**src/rtl/inst_mem.sv**
```systemverilog
// inst_mem: read-only instruction ROM with combinational fetch, a registered
// copy of the fetched word and a word-alignment error flag.
module inst_mem #(
    parameter int          DEPTH    = 64,
    parameter logic [31:0] NOP_WORD = 32'h00000013
) (
    input  logic [31:0] addr,
    output logic [31:0] inst,
    input  logic        clk,
    input  logic        reset,
    output logic [31:0] inst_q,
    output logic        addr_misaligned
);
    logic [31:0] word;
    always_comb begin
        case (addr[7:2])
            6'd0:    word = 32'h00100293;
            6'd1:    word = 32'h00300313;
            6'd2:    word = 32'h0062B223;
            6'd3:    word = 32'h0062E3B3;
            6'd4:    word = 32'h0053B123;
            6'd5:    word = 32'h0042B303;
            6'd6:    word = 32'h00628263;
            6'd7:    word = 32'h006282B3;
            6'd8:    word = 32'h405383B3;
            default: word = NOP_WORD;
        endcase
    end
    // Anything at or above 256 bytes, or beyond DEPTH, fetches a NOP
    assign inst = (addr[31:8] == '0 && int'(addr[7:2]) < DEPTH) ? word : NOP_WORD;
    assign addr_misaligned = addr[1:0] != 2'b00;
    always_ff @(posedge clk or negedge reset)
        if (!reset) inst_q <= NOP_WORD;
        else        inst_q <= inst;
endmodule

```
**config.mk**
```make
export PLATFORM = sky130hd
export DESIGN_NAME = inst_mem
export DESIGN_NICKNAME = d
export VERILOG_FILES = /design/src/rtl/inst_mem.sv
export SDC_FILE = /design/constraint.sdc
export NUM_CORES = 1
export LEC_CHECK = 0
export CAP_MARGIN = 15
export CELL_PAD_IN_SITES_DETAIL_PLACEMENT = 1
export CELL_PAD_IN_SITES_GLOBAL_PLACEMENT = 2
export CORE_MARGIN = 4
export CORE_UTILIZATION = 16
export DETAILED_ROUTE_END_ITERATION = 8
export GPL_TIMING_DRIVEN = 0
export PLACE_DENSITY = 0.83
export SYNTH_ARGS = -nofsm -noshare
export SYNTH_HDL_FRONTEND = slang
export SYNTH_SLANG_ARGS = --single-unit
export TNS_END_PERCENT = 20
```
**constraint.sdc**
```tcl
create_clock -name clk -period 3.5 [get_ports clk]
set_clock_uncertainty 0.05 [all_clocks]
set_input_delay 0.525 -clock clk [delete_from_list [all_inputs] [get_ports clk]]
set_output_delay 0.525 -clock clk [all_outputs]
set_load 0.005 [all_outputs]
```
==> results.md <==
- Synth cell types: 30
- Port Buffers: 66
- Util after Layout: 31.41%
- Via count: 1048
- Die Area: 7964 um^2
- Number of iterations in the first detailed-routing pass: 5
- Die W: 89.24 um
- CTS tree: built
- Sequential power share: 41.2%
- Post-Layout Cell Count: 294
- Synth Warn #: 0
- Core area: 6386 um^2
- CP Launch Type: input port
- Worst-path maximum fanout: 6
- Critical Path AT: 2.70 ns
- Worst hold margin: 0.6140 ns
- Mean Syn Cell Area: 9.183 um^2
- CTS root buffer: clkbuf_8
- Dpl cells: 288
- Fin crit share: 93.65%
- Post-DP HPWL: 2850 um
- DR iter-0 viols: 10
- #FFs+latches synth: 14
- Crit path time final: 3.278 ns
- Top reg by flops: inst_q
- Cell Pwr Density: 196.4 nW/um^2
- Max-capacitance violation count: 0
- Switching fraction of total power: 22.04%
- Final setup viols: 0
- I/O pins: 99
- Fin worst setup slack: 0.2223 ns
- CTS buffer count: 3
- Vias per cell: 3.565
- Total track usage: 7.079%
- Cell Area, Synth: 1056 um^2
- Top cell type's share of synthesized area: 30.81%
- Sequential cell area fraction in the yosys report: 33.29%
- Synth area leader: dfrtp_1
- Largest net degree at the start of global routing: 15
- Initial Util: 16.54%
- # fillers: 763
- Clock-pin slew of the registers on the worst-case setup and hold paths: 0.05 ns
- Relative slew slack: 60.80%
- Clk network pwr share: 32.3%
- Worst-Margin Slew: 0.5862 ns
- WL final: 3106 um
- Power share of the combinational group: 26.5%
- CP Capture Type: primary output
- Max reg flops: 14
- Hold crit path type: in2async
- Critical Path RT: 2.92 ns
- Deepest clock path buffer count: 2
- Int Pwr: 0.0003071 W
- Row Count: 29
- Main area contributors after synthesis: dfrtp_1 31%, buf_4 26%, ha_1 5.9%, nor4_1 3.0%, dfstp_2 2.5%
- Initial antenna violation count: 0
- Max Clk Rate: 305.1 MHz
- Overflow after GRT: 0
- Switching power: 0.00008681 W
- Layout cells sized above 1: 25.81%
- Leak Pwr: 0.8942 nW
- Largest regs: inst_q x14
- Outcome: finished clean
- Layout net count: 257
- H-tree Lvls: 1
- Clock Sink Count: 14
- Area delta synth->final: 89.93%
- Critical path class: in2out
- Worst VDD drop: 0.1704 mV
- Antenna Diode Count: 0
- First-pass GRT wire length: 4685 um
- Vias in the first global route: 1072
- Chip height: 89.24 um
- Post-synth EDFFs: 0
- Asr flop ratio synth: 100.0%
- Placer Congestion: 0.6991
- Setup_tns: 0 ns
- Antenna-violating nets left: 0
- RSZ-0062 raised after global routing: no
- Post-Syn Instances: 115
- Place WS: -0.05624 ns
- Post-synth top flop: dfrtp_1
- Remaining DRCs: 0
- DR WL/cell: 10.56 um
- Final hold violation count: 0
- Final-report max-slew violation count: 0
[cell usage in the layout (no fill, tap or decap), types with 3 or more instances in the layout]
master / n
nor2_1: 4
nor3_1: 4
clkdlybuf4s50_1: 65
o21ai_0: 4
nor2b_1: 3
buf_4: 38
dfrtp_1: 13
conb_1: 32
nor4_1: 5
nand3_1: 3
clkbuf_8: 3
inv_1: 3
nand2_1: 7
a211oi_1: 3
ha_1: 4
[kinds of logic after synthesis]
kind of cell,Yosys count,share of synthesized area [%]
buf+inv,42,28.55
mux,1,1.066
compound gates,13,8.293
fa+ha+maj,5,5.924
simple gates,38,22.16
other cells,2,0.7112
flops,14,33.29
[worst max-delay path, stage by stage]
cell	delay, ns
clkdlybuf4s50_1	0.50
inv_1	0.13
ha_2	0.25
and2_1	0.16
o21ai_0	0.12
a2111oi_2	0.43
clkdlybuf4s50_1	0.59
[per-stage QoR]
step / power (W) / instance area [um^2]
2_1_floorplan: 0.0002168 / 1169
3_3_place_gp: 0.0002657 / 1926
3_5_place_dp: 0.0002663 / 1926
4_1_cts: 0.0003965 / 1981
5_1_grt: 0.0004251 / 2006
6_report: 0.0003939 / 2006
[area by class of cell]
type / count / area [um^2] / area share (%)
Timing Repair Buffer: 68 / 678.2 / 33.81
Multi-Input combinational cell: 89 / 533.0 / 26.58
Sequential cell: 14 / 351.6 / 17.53
Buffer: 39 / 290.3 / 14.47
Tap cell: 77 / 96.34 / 4.804
Clock buffer: 4 / 45.04 / 2.246
Inverter: 3 / 11.26 / 0.5614
[metal layers]
metal / routed length (um) / vias to the layer above / track usage (%)
met4: 0 / 0 / 1.218
met2: 1772 / 48 / 14.07
met3: 255 / 0 / 1.198
met5: 0 / - / 0
li1: - / 529 / -
met1: 1078 / 471 / 7.837
[what timing repair did]
action                                  CTS  global route
endpoints found under the setup margin    2             5
pin swaps                                 0             2
hold buffers                              0             0
setup buffers                             0             2
endpoints found under the hold margin     0             0
gates resized for setup                   2             3
[worst max-delay path by stage]
stage	startpoint	endpoint	slack, ns
global placement	addr[3]	inst[7]	-0.05
detailed placement	addr[3]	inst[7]	-0.06
finish	addr[2]	inst[20]	0.22
global route	addr[12]	inst[17]	0.03
floorplan	addr[20]	inst[17]	1.23
CTS	addr[3]	inst[17]	0.01
[Yosys cell counts, types with 2 or more instances]
cell type  count
buf_4         36
dfrtp_1       13
nand2_1        7
ha_1           5
nor3_1         5
nor4_1         5
nor2_1         4
o21ai_0        4
a211oi_1       3
inv_1          3
nand3_1        3
nor2b_1        3
a2111oi_1      2
a21oi_1        2
conb_1         2
nor4_2         2
o211ai_1       2
or2_2          2
[power by group through the flow]
| stage | Sequential (W) | Clock, W | Combinational (W) |
|---|---|---|---|
| final | 0.000162 | 0.000127 | 0.000104 |
| after global routing | 0.000162 | 0.000147 | 0.000116 |
| after CTS | 0.000162 | 0.000132 | 0.000103 |
| after detailed placement | 0.000165 | 0 | 0.000101 |
| after global placement | 0.000165 | 0 | 0.000101 |
| after floorplan | 0.000165 | 0 | 0.0000520 |
Power figures use the tool's default switching activity.
